File: config.mk
export PLATFORM = sky130hd
export DESIGN_NAME = cp0_regfile
export DESIGN_NICKNAME = d
export VERILOG_FILES = /design/src/rtl/cp0_regfile.sv
export SDC_FILE = /design/constraint.sdc
export NUM_CORES = 1
export LEC_CHECK = 0
export CAP_MARGIN = 20
export CORE_MARGIN = 1
export CORE_UTILIZATION = 42
export DETAILED_ROUTE_END_ITERATION = 12
export PLACE_DENSITY_LB_ADDON = 0.05
export SLEW_MARGIN = 0
export SYNTH_ARGS = -nofsm -noshare
export SYNTH_HDL_FRONTEND = slang
export SYNTH_SLANG_ARGS = --single-unit
export TNS_END_PERCENT = 30
File: constraint.sdc
create_clock -name clk -period 5.2 [get_ports clk]
set_clock_uncertainty 0.15 [all_clocks]
set_input_delay 1.56 -clock clk [delete_from_list [all_inputs] [get_ports clk]]
set_output_delay 1.56 -clock clk [all_outputs]
set_load 0.03 [all_outputs]
File: src/rtl/cp0_regfile.sv
// cp0_regfile: coprocessor-0 register file.
// Holds BadVAddr, Count, Compare, Status, Cause and EPC. Captures exceptions
// and ERET, serves the MTC0/MFC0 port, samples hardware and timer interrupts,
// and raises irq_pending to the exception detector.
// Optional feature: define CP0_TIMER_EN to build the Count/Compare timer.
// Without it, Count/Compare read 0 and TI is tied low.
module cp0_regfile #(
    parameter logic [31:0] STATUS_RESET = 32'h0040_0000,
    parameter int          COUNT_DIV    = 2
) (
    input  logic        clk,
    input  logic        rst,
    input  logic        cp0_exp_en,
    input  logic        cp0_exl_clean,
    input  logic [31:0] cp0_exp_epc,
    input  logic [4:0]  cp0_exp_code,
    input  logic [31:0] cp0_exp_bad_vaddr,
    input  logic        cp0_exp_bad_vaddr_wen,
    input  logic        cp0_exp_bd,
    input  logic [5:0]  hw_int,
    input  logic        cp0_wen,
    input  logic [4:0]  cp0_waddr,
    input  logic [31:0] cp0_wdata,
    input  logic [4:0]  cp0_raddr,
    output logic [31:0] cp0_rdata,
    output logic [31:0] epc_address,
    output logic [31:0] status_out,
    output logic [31:0] cause_out,
    output logic        irq_pending
);

    localparam logic [4:0] REG_BADVADDR = 5'd8;
    localparam logic [4:0] REG_COUNT    = 5'd9;
    localparam logic [4:0] REG_COMPARE  = 5'd11;
    localparam logic [4:0] REG_STATUS   = 5'd12;
    localparam logic [4:0] REG_CAUSE    = 5'd13;
    localparam logic [4:0] REG_EPC      = 5'd14;

    logic [31:0] status_q;
    logic [31:0] epc_q;
    logic [31:0] bad_vaddr_q;
    logic        cause_bd_q;
    logic [5:0]  cause_ip_hw_q;
    logic [1:0]  cause_ip_sw_q;
    logic [4:0]  cause_code_q;
    logic [31:0] count_val;
    logic [31:0] compare_val;
    logic        timer_int;
    logic [31:0] cause_val;

    logic wr_status;
    logic wr_cause;
    logic wr_epc;

    assign wr_status = cp0_wen && (cp0_waddr == REG_STATUS);
    assign wr_cause  = cp0_wen && (cp0_waddr == REG_CAUSE);
    assign wr_epc    = cp0_wen && (cp0_waddr == REG_EPC);

    // Status: MTC0 owns IM/IE; EXL is set by exceptions, cleared by ERET, else MTC0
    always_ff @(posedge clk or posedge rst) begin
        if (rst) begin
            status_q <= STATUS_RESET;
        end else begin
            if (wr_status) begin
                status_q[15:8] <= cp0_wdata[15:8];
                status_q[0]    <= cp0_wdata[0];
            end
            if (cp0_exp_en) begin
                status_q[1] <= 1'b1;
            end else if (cp0_exl_clean) begin
                status_q[1] <= 1'b0;
            end else if (wr_status) begin
                status_q[1] <= cp0_wdata[1];
            end
        end
    end

    // EPC: first-level exception capture wins over an MTC0 write; nested exceptions keep it
    always_ff @(posedge clk or posedge rst) begin
        if (rst) begin
            epc_q <= '0;
        end else if (cp0_exp_en && !status_q[1]) begin
            epc_q <= cp0_exp_epc;
        end else if (wr_epc) begin
            epc_q <= cp0_wdata;
        end
    end

    // Cause: BD/ExcCode from exceptions, soft IP from MTC0, hard IP sampled every cycle
    always_ff @(posedge clk or posedge rst) begin
        if (rst) begin
            cause_bd_q    <= 1'b0;
            cause_code_q  <= '0;
            cause_ip_sw_q <= '0;
            cause_ip_hw_q <= '0;
        end else begin
            if (cp0_exp_en && !status_q[1]) begin
                cause_bd_q <= cp0_exp_bd;
            end
            if (cp0_exp_en) begin
                cause_code_q <= cp0_exp_code;
            end
            if (wr_cause) begin
                cause_ip_sw_q <= cp0_wdata[9:8];
            end
            cause_ip_hw_q <= {hw_int[5] | timer_int, hw_int[4:0]};
        end
    end

    // BadVAddr: loaded only by exceptions that report a faulting address
    always_ff @(posedge clk or posedge rst) begin
        if (rst) begin
            bad_vaddr_q <= '0;
        end else if (cp0_exp_en && cp0_exp_bad_vaddr_wen) begin
            bad_vaddr_q <= cp0_exp_bad_vaddr;
        end
    end

`ifdef CP0_TIMER_EN
    logic [31:0] count_q;
    logic [31:0] compare_q;
    logic        div_q;
    logic        ti_q;
    logic        count_tick;
    logic        wr_count;
    logic        wr_compare;

    assign wr_count   = cp0_wen && (cp0_waddr == REG_COUNT);
    assign wr_compare = cp0_wen && (cp0_waddr == REG_COMPARE);
    assign count_tick = (COUNT_DIV == 1) || div_q;

    // Count: divided free-running counter; an MTC0 write reloads it and restarts the divider
    always_ff @(posedge clk or posedge rst) begin
        if (rst) begin
            count_q <= '0;
            div_q   <= 1'b0;
        end else if (wr_count) begin
            count_q <= cp0_wdata;
            div_q   <= 1'b0;
        end else begin
            div_q <= (COUNT_DIV == 2) ? ~div_q : 1'b0;
            if (count_tick) begin
                count_q <= count_q + 32'd1;
            end
        end
    end

    // Compare and TI: match sets TI sticky; a Compare write clears it and wins over a match
    always_ff @(posedge clk or posedge rst) begin
        if (rst) begin
            compare_q <= '0;
            ti_q      <= 1'b0;
        end else if (wr_compare) begin
            compare_q <= cp0_wdata;
            ti_q      <= 1'b0;
        end else if (count_q == compare_q) begin
            ti_q <= 1'b1;
        end
    end

    assign count_val   = count_q;
    assign compare_val = compare_q;
    assign timer_int   = ti_q;
`else
    logic unused_count_div;

    assign unused_count_div = (COUNT_DIV == 2);
    assign count_val        = '0;
    assign compare_val      = '0;
    assign timer_int        = 1'b0;
`endif

    assign cause_val = {cause_bd_q, 15'b0, cause_ip_hw_q, cause_ip_sw_q, 1'b0, cause_code_q, 2'b0};

    // MFC0 read mux from current register contents; no write bypass
    always_comb begin
        cp0_rdata = '0;
        case (cp0_raddr)
            REG_BADVADDR: cp0_rdata = bad_vaddr_q;
            REG_COUNT:    cp0_rdata = count_val;
            REG_COMPARE:  cp0_rdata = compare_val;
            REG_STATUS:   cp0_rdata = status_q;
            REG_CAUSE:    cp0_rdata = cause_val;
            REG_EPC:      cp0_rdata = epc_q;
            default:      cp0_rdata = '0;
        endcase
    end

    assign epc_address = epc_q;
    assign status_out  = status_q;
    assign cause_out   = cause_val;
    assign irq_pending = status_q[0] & ~status_q[1] & (|(cause_val[15:8] & status_q[15:8]));

endmodule

==> run metrics <==
WL final 14500 um; CP max stage delay 0.52 ns; Worst VDD drop 0.137 mV; CP required 3.49 ns; Ys Warns 22; Syn Inst Count 442; fin cells 782; Root Buffer clkbuf_8; Resize count post-CTS 0; synthesized area per cell 10.4 sq um; area of the multi-input gates 2000 sq um; H-tree Lvls 3; gpl congestion 0.912; Core ar. 10500 sq um; hold_ws 0.366 ns; Final nets 765; worst path cell trace clkdlybuf4s50_1, and3b_1, buf_4, nand3b_1, o2111ai_1, buf_4; vias in the first global route 4163; post-route ant nets 0; actual slew at the worst max-slew pin 0.884 ns; setup_tns 0 ns; post-DR vias/cell 5.40; share of cells above drive strength 1 18.0%; post-layout util 64.8%; die width 106 um; crit path time final 5.04 ns; ys async rst share 100%; area leader, netlist dfrtp_1; clock net sink count 88; Clock Pin Slew Worst Setup and Hold Paths 0.09 ns; TritonCTS clock tree done; CTS Hold Buffers Added 0; Initial Util 43.7%; Seq cells post-synth 88; kind of critical path in -> out; slew margin rel. 40.8%; CTS Buf Count 9; sequential area share after synthesis 48.1%; top_reg_cell synth dfrtp_1; # setup viols final 0; Register Area 2200 sq um; Avg WL per Cell 18.6 um; placed cell count 765; HPWL Detailed 10400 um; power per cell area 295 nW/um^2; clk_lat worst skew 0.35 ns; # diodes 0; Rows 37; Buf+Inv Stages, Crit Path 3; Hold Crit Class reg -> reg; Slowest cell on crit path clkdlybuf4s50_1; final worst path period share 96.9%; most used cell, CP buf_4; delay-heaviest family, CP buffers and inverters; drt pass-1 iters 5; Critical Path End Type output pin; initial DRC count 217; most frequent cells in the layout 180 x clkdlybuf4s50_1, 88 x dfrtp_1, 56 x nand3_1; startpoint types input pin; via count 4219; fmax 198 MHz; top post-synthesis cells by area dfrtp_1 48%, mux2_2 12%, buf_4 7.1%; die height 106 um; Layout fillers 881; Synth top area share 48.1%; Max clock buf depth 2; unrepaired setup endpoints after global routing false; most common cell after layout, fill and taps aside clkdlybuf4s50_1; number of port buffers 212; largest net degree at the start of global routing 50; crit-path max FO 25; status finished clean; Final Hold Viols 0; total gr overflow 0; Die ar. 11300 sq um; Area growth, synth to finish 48.2%; first-pass GRT wire length 22000 um; Max-cap violations 0; arrival time worst endpoint 3.33 ns; all-layer global routing usage 25.4%; # DRC 0; leakage 2.88 nW; EDFF count, synth 0; Yosys cell types 32; initial antenna violation count 0; number of I/O pins 253; # Post-CTS Setup Buffers 0; Cell Area, Synth 4580 sq um; Slew Limit Fails 0
## worst reg2reg max path, stage by stage, from the launching register on
cell and delay, ns:
dfrtp_1 0.47, nand2b_2 0.64, buf_4 0.42, nor2_1 0.09, a31oi_1 0.15
## cells by family after synthesis
kind of cell,synth area share (%)
simple gates,13.0
buf+inv,11.5
flops,48.1
mux,12.1
compound gates,15.3
other cells,0.0820
## metal layers
layer / GRT usage [%] / part of all wire, % / up-vias / wire length (um)
met4: 11.4 / 2.7 / 0 / 386
met3: 4.60 / 7.4 / 30 / 1070
met2: 43.2 / 50 / 224 / 7190
met5: 0 / 0 / - / 0
li1: - / - / 1930 / -
met1: 31.5 / 40 / 2035 / 5870
## Yosys cell counts (all sizes together), types with 2 or more instances
cell,instances
mux2,49
nor2,34
a22o,17
nand3,56
nand2,2
clkbuf,19
buf,58
nor2b,2
and3b,4
a22oi,2
o21ai,33
o2111ai,7
and3,8
dfrtp,88
inv,10
a221o,8
a31oi,32
nand2b,2
## report_power, final
| group | switching, mW | internal (mW) |
|---|---|---|
| sequential | 0.0914 | 0.790 |
| clock | 0.270 | 0.194 |
| combinational | 0.351 | 0.306 |
| total | 0.713 | 1.29 |
## layout make-up
cell class	count	area share, %
sequential	88	32.5
inverter	10	0.572
clock buffer	10	2.03
timing repair buffer	226	32.1
clock inverter	6	0.720
tap	136	2.51
multi-input combinational	306	29.5
## metrics by stage
stage	area [sq um]	total power, mW	setup WS [ns]
2_1_floorplan	4720	1.25	0.622
3_5_place_dp	6570	1.55	0.168
5_1_grt	6780	2.09	0.0913
3_3_place_gp	6570	1.54	0.267
4_1_cts	6750	2.01	0.159
6_report	6780	2.00	0.161
## path summary, 6_finish.rpt
kind                       slack, ns         endpoint  cells past startpoint       startpoint
setup / recovery                0.16    cp0_rdata[15]                      6     cp0_raddr[2]
hold / removal                  0.37  bad_vaddr_q[25]                      1  bad_vaddr_q[25]
setup reg to reg                3.20  epc_address[14]                      4    status_out[1]
hold reg to reg                 0.37  bad_vaddr_q[25]                      1  bad_vaddr_q[25]
max in group asynchronous       2.59   bad_vaddr_q[9]                      3              rst
min in group asynchronous       1.50   bad_vaddr_q[4]                      2              rst
## registers in the layout, summed over array words and instances, names as in the netlist
signal / cells
status_out: 10
cause_bd_q: 1
bad_vaddr_q: 32
cause_ip_sw_q: 2
cause_code_q: 5
epc_address: 32
cause_ip_hw_q: 6
(Power assumes the default switching activity.)
